<file path="src/rtl/serial_pkg.sv">
// Shared serial-frame definitions for the receive (and transmit) paths.
//   rx_state_e    : receive sequencer states
//   *_DEF         : default frame timing/shape constants
//   bsc_width()   : width of a counter that spans 0..spb-1 (never zero)
package serial_pkg;

  typedef enum logic [1:0] {
    IDLE  = 2'd0,
    START = 2'd1,
    DATA  = 2'd2,
    STOP  = 2'd3
  } rx_state_e;

  localparam int   SPB_DEF         = 16;
  localparam int   MID_DEF         = 8;
  localparam int   DATA_BITS_DEF   = 8;
  localparam logic START_LEVEL_DEF = 1'b1;

  function automatic int bsc_width(input int spb);
    return (spb > 1) ? $clog2(spb) : 1;
  endfunction

endpackage

</file>
<file path="src/rtl/serial_rx_sequencer_if.sv">
// Bundle between the receive sequencer and its environment.
//   bitStream  : synchronised serial line (into sequencer)
//   rx_ready   : consumer accepts rx_data while rx_valid=1 (into sequencer)
//   rx_data    : received byte, stable while rx_valid=1
//   rx_valid   : byte available
//   frame_err  : stop bit was wrong for the byte in rx_data
//   overrun    : one-cycle pulse, a completed byte was dropped
//   busy       : sequencer is inside a frame
//   BSC / BIC  : bit sample counter / bit index, exported for the SIPO datapath
// Modport master is the sequencer side; slave is the line/consumer side.
interface serial_rx_sequencer_if
  import serial_pkg::*;
#(
  parameter int SPB       = SPB_DEF,
  parameter int DATA_BITS = DATA_BITS_DEF
);
  localparam int BSC_W = bsc_width(SPB);

  logic                 bitStream;
  logic                 rx_ready;
  logic [DATA_BITS-1:0] rx_data;
  logic                 rx_valid;
  logic                 frame_err;
  logic                 overrun;
  logic                 busy;
  logic [BSC_W-1:0]     BSC;
  logic [3:0]           BIC;

  modport master (
    input  bitStream, rx_ready,
    output rx_data, rx_valid, frame_err, overrun, busy, BSC, BIC
  );

  modport slave (
    output bitStream, rx_ready,
    input  rx_data, rx_valid, frame_err, overrun, busy, BSC, BIC
  );
endinterface

</file>
<file path="src/rtl/rx_bit_timer.sv">
// Bit timing for the receive sequencer.
//   clk, rst : clock, asynchronous active-high reset
//   clr_i    : zero both counters (wins over en_i)
//   en_i     : advance BSC; on wrap from SPB-1 to 0, advance BIC
//   bsc_o    : bit sample counter, 0..SPB-1
//   bic_o    : bit index
//   mid_o    : BSC is at the mid-bit sample point
//   last_o   : BSC is at the final sample of the bit
module rx_bit_timer #(
  parameter int SPB   = 16,
  parameter int MID   = 8,
  parameter int BSC_W = 4,
  parameter int BIC_W = 4
) (
  input  logic             clk,
  input  logic             rst,
  input  logic             clr_i,
  input  logic             en_i,
  output logic [BSC_W-1:0] bsc_o,
  output logic [BIC_W-1:0] bic_o,
  output logic             mid_o,
  output logic             last_o
);
  localparam logic [BSC_W-1:0] MID_C  = BSC_W'(MID);
  localparam logic [BSC_W-1:0] LAST_C = BSC_W'(SPB - 1);

  logic [BSC_W-1:0] bsc_q, bsc_d;
  logic [BIC_W-1:0] bic_q, bic_d;

  always_comb begin
    bsc_d = bsc_q;
    bic_d = bic_q;
    if (clr_i) begin
      bsc_d = '0;
      bic_d = '0;
    end else if (en_i) begin
      if (bsc_q == LAST_C) begin
        bsc_d = '0;
        bic_d = bic_q + BIC_W'(1);
      end else begin
        bsc_d = bsc_q + BSC_W'(1);
      end
    end
  end

  always_ff @(posedge clk or posedge rst) begin
    if (rst) begin
      bsc_q <= '0;
      bic_q <= '0;
    end else begin
      bsc_q <= bsc_d;
      bic_q <= bic_d;
    end
  end

  assign bsc_o  = bsc_q;
  assign bic_o  = bic_q;
  assign mid_o  = (bsc_q == MID_C);
  assign last_o = (bsc_q == LAST_C);
endmodule

</file>
<file path="src/rtl/serial_rx_sequencer.sv">
// Receive sequencer: detects the start bit, times each bit with rx_bit_timer,
// samples at mid-bit, assembles the word LSB first and hands it out through
// a valid/ready register with frame-error and overrun flags.
//   clk, rst : clock, asynchronous active-high reset
//   rx_if    : line input, consumer handshake and status (master side)
module serial_rx_sequencer
  import serial_pkg::*;
#(
  parameter int   SPB         = SPB_DEF,
  parameter int   MID         = MID_DEF,
  parameter int   DATA_BITS   = DATA_BITS_DEF,
  parameter logic START_LEVEL = START_LEVEL_DEF
) (
  input  logic                   clk,
  input  logic                   rst,
  serial_rx_sequencer_if.master  rx_if
);
  localparam int         BSC_W     = bsc_width(SPB);
  localparam logic [3:0] BIC_LASTD = 4'(DATA_BITS);

  rx_state_e state_q, state_d;

  logic [BSC_W-1:0]     bsc;
  logic [3:0]           bic;
  logic                 at_mid, at_last;
  logic                 timer_clr, timer_en;
  logic                 line_start, commit;

  logic [DATA_BITS-1:0] shift_q, shift_d;
  logic [DATA_BITS-1:0] rx_data_q, rx_data_d;
  logic                 rx_valid_q, rx_valid_d;
  logic                 frame_err_q, frame_err_d;
  logic                 overrun_q, overrun_d;
  logic                 busy_q, busy_d;

  assign line_start = (rx_if.bitStream == START_LEVEL);

  rx_bit_timer #(
    .SPB   (SPB),
    .MID   (MID),
    .BSC_W (BSC_W),
    .BIC_W (4)
  ) u_timer (
    .clk    (clk),
    .rst    (rst),
    .clr_i  (timer_clr),
    .en_i   (timer_en),
    .bsc_o  (bsc),
    .bic_o  (bic),
    .mid_o  (at_mid),
    .last_o (at_last)
  );

  // State register
  always_ff @(posedge clk or posedge rst) begin
    if (rst) state_q <= IDLE;
    else     state_q <= state_d;
  end

  // Next-state logic
  always_comb begin
    state_d = state_q;
    case (state_q)
      IDLE:  if (line_start) state_d = START;
      START: begin
        if (at_mid && !line_start) state_d = IDLE;   // false start
        else if (at_last)          state_d = DATA;
      end
      DATA:  if (at_last && (bic == BIC_LASTD)) state_d = STOP;
      STOP:  if (at_mid) state_d = IDLE;             // leave half a bit early to resync
      default: state_d = IDLE;
    endcase
  end

  // Output / datapath next-state logic
  always_comb begin
    // Clearing on the way into IDLE keeps BSC/BIC at 0 for every IDLE cycle.
    timer_clr   = (state_q == IDLE) || (state_d == IDLE);
    timer_en    = (state_q != IDLE);
    commit      = (state_q == STOP) && at_mid;

    shift_d     = shift_q;
    rx_data_d   = rx_data_q;
    rx_valid_d  = rx_valid_q;
    frame_err_d = frame_err_q;
    overrun_d   = 1'b0;
    busy_d      = (state_d != IDLE);

    if ((state_q == DATA) && at_mid) begin
      shift_d = shift_q >> 1;
      shift_d[DATA_BITS-1] = rx_if.bitStream;
    end

    if (commit) begin
      // A pending byte accepted in this same cycle makes room for the new one.
      if (!rx_valid_q || rx_if.rx_ready) begin
        rx_data_d   = shift_q;
        frame_err_d = line_start;
        rx_valid_d  = 1'b1;
      end else begin
        overrun_d   = 1'b1;
      end
    end else if (rx_valid_q && rx_if.rx_ready) begin
      rx_valid_d = 1'b0;
    end
  end

  always_ff @(posedge clk or posedge rst) begin
    if (rst) begin
      shift_q     <= '0;
      rx_data_q   <= '0;
      rx_valid_q  <= 1'b0;
      frame_err_q <= 1'b0;
      overrun_q   <= 1'b0;
      busy_q      <= 1'b0;
    end else begin
      shift_q     <= shift_d;
      rx_data_q   <= rx_data_d;
      rx_valid_q  <= rx_valid_d;
      frame_err_q <= frame_err_d;
      overrun_q   <= overrun_d;
      busy_q      <= busy_d;
    end
  end

  assign rx_if.rx_data   = rx_data_q;
  assign rx_if.rx_valid  = rx_valid_q;
  assign rx_if.frame_err = frame_err_q;
  assign rx_if.overrun   = overrun_q;
  assign rx_if.busy      = busy_q;
  assign rx_if.BSC       = bsc;
  assign rx_if.BIC       = bic;
endmodule
</file>
<file path="src/flat_wrapper.sv">
// flat-port wrapper written by rule: the top's interface ports become plain ports
module serial_rx_sequencer_flat import serial_pkg::*;
#(
  parameter int   SPB         = SPB_DEF,
  parameter int   MID         = MID_DEF,
  parameter int   DATA_BITS   = DATA_BITS_DEF,
  parameter logic START_LEVEL = START_LEVEL_DEF
)
  (clk, rst, rx_if_bitStream, rx_if_rx_ready, rx_if_rx_data, rx_if_rx_valid, rx_if_frame_err, rx_if_overrun, rx_if_busy, rx_if_BSC, rx_if_BIC);
  serial_rx_sequencer_if #(.SPB(SPB), .DATA_BITS(DATA_BITS)) rx_if_i ();
  input  logic clk;
  input  logic rst;
  input wire logic [$bits(rx_if_i.bitStream)-1:0] rx_if_bitStream;
  input wire logic [$bits(rx_if_i.rx_ready)-1:0] rx_if_rx_ready;
  output wire logic [$bits(rx_if_i.rx_data)-1:0] rx_if_rx_data;
  output wire logic [$bits(rx_if_i.rx_valid)-1:0] rx_if_rx_valid;
  output wire logic [$bits(rx_if_i.frame_err)-1:0] rx_if_frame_err;
  output wire logic [$bits(rx_if_i.overrun)-1:0] rx_if_overrun;
  output wire logic [$bits(rx_if_i.busy)-1:0] rx_if_busy;
  output wire logic [$bits(rx_if_i.BSC)-1:0] rx_if_BSC;
  output wire logic [$bits(rx_if_i.BIC)-1:0] rx_if_BIC;
  assign rx_if_i.bitStream = rx_if_bitStream;
  assign rx_if_i.rx_ready = rx_if_rx_ready;
  assign rx_if_rx_data = rx_if_i.rx_data;
  assign rx_if_rx_valid = rx_if_i.rx_valid;
  assign rx_if_frame_err = rx_if_i.frame_err;
  assign rx_if_overrun = rx_if_i.overrun;
  assign rx_if_busy = rx_if_i.busy;
  assign rx_if_BSC = rx_if_i.BSC;
  assign rx_if_BIC = rx_if_i.BIC;
  serial_rx_sequencer #(.SPB(SPB), .MID(MID), .DATA_BITS(DATA_BITS), .START_LEVEL(START_LEVEL)) u_core (.clk(clk), .rst(rst), .rx_if(rx_if_i));
endmodule
</file>
<file path="config.mk">
export PLATFORM = sky130hd
export DESIGN_NAME = serial_rx_sequencer_flat
export DESIGN_NICKNAME = d
export VERILOG_FILES = /design/src/rtl/serial_pkg.sv /design/src/rtl/serial_rx_sequencer_if.sv /design/src/rtl/rx_bit_timer.sv /design/src/rtl/serial_rx_sequencer.sv /design/src/flat_wrapper.sv
export SDC_FILE = /design/constraint.sdc
export NUM_CORES = 1
export LEC_CHECK = 0
export BUFFER_PORTS_ARGS = -buffer_cell sky130_fd_sc_hd__buf_2
export CAP_MARGIN = 20
export CORE_MARGIN = 10
export CORE_UTILIZATION = 45
export DETAILED_ROUTE_END_ITERATION = 6
export GPL_TIMING_DRIVEN = 0
export PLACE_DENSITY = 0.69
export RECOVER_POWER = 25
export SKIP_CTS_REPAIR_TIMING = 1
export SLEW_MARGIN = 15
export SYNTH_ARGS = -nofsm -noshare
export SYNTH_HDL_FRONTEND = slang
export SYNTH_SLANG_ARGS = --single-unit
</file>
<file path="constraint.sdc">
create_clock -name clk -period 1.5 [get_ports clk]
set_clock_uncertainty 0.05 [all_clocks]
set_input_delay 0.45 -clock clk [delete_from_list [all_inputs] [get_ports clk]]
set_output_delay 0.45 -clock clk [all_outputs]
set_load 0.005 [all_outputs]
</file>
# == Word level (Yosys, flattened, before mapping) ==
# Index checks and enable logic that the tools add are counted.
# word_totals
reg_bits,30
latch_bits,0
mem_bits_rw,0
rom_bits,0
input_bits,4
output_inout_bits,20
mem_count,0
# classes
addsub,2
n_mul,0
n_div,0
magnitude_cmp,0
eq_ne,7
shifts,0
mux,17
n_bitwise,0
n_reduce_logical,19
# ops
op,count
2-to-1 mux 4 bit,6
== test 4 bit (second input constant),3
2-to-1 mux 2 bit,5
nonzero test 2 bit,5
adder 4 x 1 -> 4 bit (second input constant),2
case mux 2 bit (4 select lines),1
AND reduction 2 bit,3
logical AND 1 bit,5
2-to-1 mux 1 bit,5
== test 2 bit (second input constant),2
logical NOT 2 bit,2
== test 2 x 1 -> 1 bit (second input constant),1
logical NOT 1 bit,2
logical OR 1 bit,2
!= test 2 bit (second input constant),1

# == Depth between registers and ports, before layout ==
# logic_depth
word_depth,8
mapped_depth,6
mapped_depth_nobuf,5

# == Hierarchy ==
# From an unflattened synthesis, not the netlist that was laid out.
# hier_totals
cells_unflattened,110
area_unflattened_um2,1390.1
# modules_own_cells
module,n_inst,cells_per_inst,area_per_inst_um2
serial_rx_sequencer,1,66,958.4
rx_bit_timer,1,44,431.7

# == Worst setup path before layout ==
# OpenSTA, ideal clock, no wires.
# synth_path
path_kind,register -> register
startpoint,"register u_core.u_timer.bsc_q[0], in the netlist u_core.u_timer.bsc_o[0]"
endpoint,register u_core.shift_q[7]
t_arrival_ns,1.467
required_ns,1.325
setup_slack_ns,-0.142
path_stages_with_launch,7
n_path_buf,1
path_cell_list,dfrtp_1 -> inv_1 -> ha_1 -> and4b_2 -> nor2b_4 -> buf_6 -> mux2_2
# synth_between
elab_chain_len,2
# synth_lines
element,line,source
"start, declared",rx_bit_timer.sv:27,"logic [BSC_W-1:0] bsc_q, bsc_d;"
"start signal, assigned",rx_bit_timer.sv:51,bsc_q <= bsc_d;
== test 4 bit,rx_bit_timer.sv:58,assign mid_o = (bsc_q == MID_C);
logical AND 1 bit,serial_rx_sequencer.sv:89,if ((state_q == DATA) && at_mid) begin
"end signal, assigned",serial_rx_sequencer.sv:117,shift_q <= shift_d;
"end, declared",serial_rx_sequencer.sv:29,"logic [DATA_BITS-1:0] shift_q, shift_d;"
# No other way between the ends.
# A chain may end at the register's enable or synchronous reset.

# == Worst setup path in the final report ==
# layout_path
startpoint,"register u_core.u_timer.bsc_q[1], in the netlist u_core.u_timer.bsc_o[1]"
endpoint,register u_core.shift_q[7]
# The elaborated chain is that of the path after synthesis.

==> results.py <==
metrics = {
    "synthesis": {
        "synth_nets": 109,
        "synth-edff-count": 0,
        "synth_most_common_cell": "dfrtp_1",
        "ys_top_cells_by_count": "dfrtp_1, mux2_2, inv_1, a21oi_1, nor2_1",
        "synth_area_um2": 1340,
        "async_flop_share_pct": 100,
        "netlist_top_cells_area": "dfrtp_1, mux2_2, ha_1",
        "syn_area_per_cell_um2": 13.3,
        "netlist_instances": 101,
        "synth.yosys.seq_area_share_pct": 56.0,
        "synthDistinctLibCells": 31,
        "synth_flop_cell": "dfrtp_1",
        "synth_warnings": 0,
        "synth_seq_cells": 30,
        "synth.largest_area_cell": "dfrtp_1",
        "synth_top_area_share_pct": 56.0,
    },
    "grt": {
        "overflow": 0,
        "grt_pass1_wl_um": 3860,
        "antenna_found_initial": 0,
        "grt_pass1_vias": 814,
        "grt_max_degree": 31,
        "grt.total_usage_pct": 9.33,
    },
    "timing": {
        "period_share_pct": 114,
        "rsz0062_at_grt": "yes",
        "max_slew_margin_pct": 62.9,
        "slew_viol_final": 0,
        "report.final.hold_viol_count": 0,
        "max_freq_ghz": 0.583,
        "final.setup.worst_slack_ns": -0.215,
        "setup_violations": 26,
        "worst_pin_slew_ns": 0.553,
        "post-route-min-period_ns": 1.71,
    },
    "floorplanning": {
        "dieWidth_um": 74.6,
        "ios": 24,
        "start_util_pct": 47.8,
        "die_h_um": 74.6,
        "dieArea_um2": 5560,
        "core_um2": 2810,
        "num_rows": 19,
    },
    "critical_path": {
        "critical_path_class": "flip-flop to flip-flop",
        "cp.required_ns": 1.67,
        "start_kind": "flip-flop",
        "end_kind": "flip-flop",
        "cp_max_fo": 8,
        "worstPathArrival_ns": 1.88,
    },
    "placement": {
        "numPortBuffers": 23,
        "gp_congestion": 0.783,
        "hpwl_um": 1760,
    },
    "final_layout": {
        "syn2layout_area_growth_pct": 28.6,
        "fin_util_pct": 61.4,
        "fillers": 233,
        "insertedDiodeCount": 0,
        "nNetsFinal": 147,
        "drive_gt1_share_pct": 50.0,
    },
    "detailed_routing": {
        "wl_um": 2790,
        "drt-pass1-iter-count": 4,
        "via_per_inst": 5.29,
        "drt_iter0_markers": 26,
        "route.detailed.drc": 0,
        "num_vias": 904,
        "antenna_left": 0,
        "wl_per_cell_um": 16.3,
    },
    "clocking": {
        "clock_tree.root_cell": "clkbuf_4",
        "clock-sinks": 30,
        "clk_latency_ns": 0.34,
        "cts_buffers": 5,
        "clock_path_buffers": 2,
        "clk_transition_reported_paths_ns": 0.10,
        "cts_tree": "yes",
        "h-tree-depth": 2,
    },
    "flow_run": {
        "drv_cap": 0,
    },
    "power": {
        "finalPower_mw": 2.46,
        "vdd_drop_max_uv": 759,
        "cellPowerDensity_nw_per_um2": 1430,
        "p_leak_nw": 0.885,
    },
    "run_status": {
        "status": "finished, violations left",
        "failed_checks": "setup timing",
    },
    "hold_path": {
        "holdCritPathClass": "input port to asynchronous set/reset pin",
    },
}
## worst paths after layout
check | from | endpoint | slack [ns] | cells after the start
worst max-delay path | u_core.u_timer.bsc_o[1]$_DFFE_PP0P_ | u_core.shift_q[7]$_DFFE_PP0P_ | -0.21 | 6
worst min-delay path | rst | u_core.state_q[1]$_DFF_PP0_ | 0.03 | 2
worst max register to register | u_core.u_timer.bsc_o[1]$_DFFE_PP0P_ | u_core.shift_q[7]$_DFFE_PP0P_ | -0.21 | 6
worst min register to register | u_core.rx_if.rx_data[2]$_DFFE_PP0P_ | u_core.rx_if.rx_data[2]$_DFFE_PP0P_ | 0.46 | 1
max in group asynchronous | rst | u_core.u_timer.bsc_o[3]$_DFFE_PP0P_ | 0.95 | 3
min in group clk | rx_if_bitStream | u_core.state_q[0]$_DFF_PP0_ | 0.38 | 2
## per-layer routing
metal	GRT usage (%)	vias to the layer above	share of wire (%)
met1	10.1	449	43
met4	5.04	0	1.7
met5	0	-	0
met3	5.19	6	5.8
li1	-	430	-
met2	14.3	19	50
## stage by stage
stage               setup TNS (ns)  instance area, um2  setup WS (ns)  hold slack, ns  std cells
floorplan                    -2.10                1340         -0.142           0.427        101
global placement             -5.35                1490         -0.220           0.432        155
detailed placement           -6.19                1490         -0.246           0.443        155
CTS                          -5.80                1550         -0.261           0.356        163
global route                 -6.20                1720         -0.263          0.0358        171
finish                       -4.83                1720         -0.215          0.0292        171
## layout by cell type, fill, tap and decap left out, drive strengths merged, types with 2 or more instances in the layout
cell type	n
nand2	2
clkbuf	7
xnor2	2
buf	33
mux2	17
ha	4
dfrtp	30
and3	2
nor2	5
o21ai	2
clkinv	2
nand3	4
inv	5
a21oi	5
nor2b	5
## area by class of cell
type	count	area (um2)	share of cell area (%)
flip-flops and latches	30	752	43.6
multi-input cells	63	616	35.7
repair buffers	30	200	11.6
clock buffers	7	55.1	3.20
well taps	31	38.8	2.25
plain buffers	3	33.8	1.96
inverters	6	22.5	1.31
clock inverters	1	5.00	0.290
## registers in the layout, summed over array words and instances, names as in the netlist
name,flops
u_core.rx_if.overrun,1
u_core.rx_if.rx_valid,1
u_core.rx_if.frame_err,1
u_core.rx_if.busy,1
u_core.state_q,2
u_core.rx_if.rx_data,8
u_core.shift_q,8
u_core.u_timer.bsc_o,4
u_core.u_timer.bic_o,4
## worst max-delay path, stage by stage, from the launching register on
cell and delay [ns]:
dfrtp_1 0.43, inv_2 0.10, ha_4 0.13, and4b_2 0.27, nor2b_4 0.16, buf_8 0.15
mux2_4 0.31
## logic make-up (layout without fill, tap and decap cells)
kind of cell               after synthesis  count (layout)  synth area share (%)
DFF                                     30              30                  56.0
and+or+nand+nor                         25              26                  12.0
muxes                                   18              18                  15.0
AOI/OAI and AO/OA                       12              12                  7.38
buffers and inverters                    9              47                  3.92
adders and majority gates                4               4                  3.73
xor gates and xnor gates                 3               3                  1.96
## report_power, final
group / leakage (nW) / switching (mW) / internal (mW)
registers: 0.397 / 0.137 / 0.945
clock network: 0.0353 / 0.271 / 0.227
logic: 0.453 / 0.422 / 0.462
total: 0.885 / 0.830 / 1.63
No activity file was read; power rests on OpenSTA's default activity.
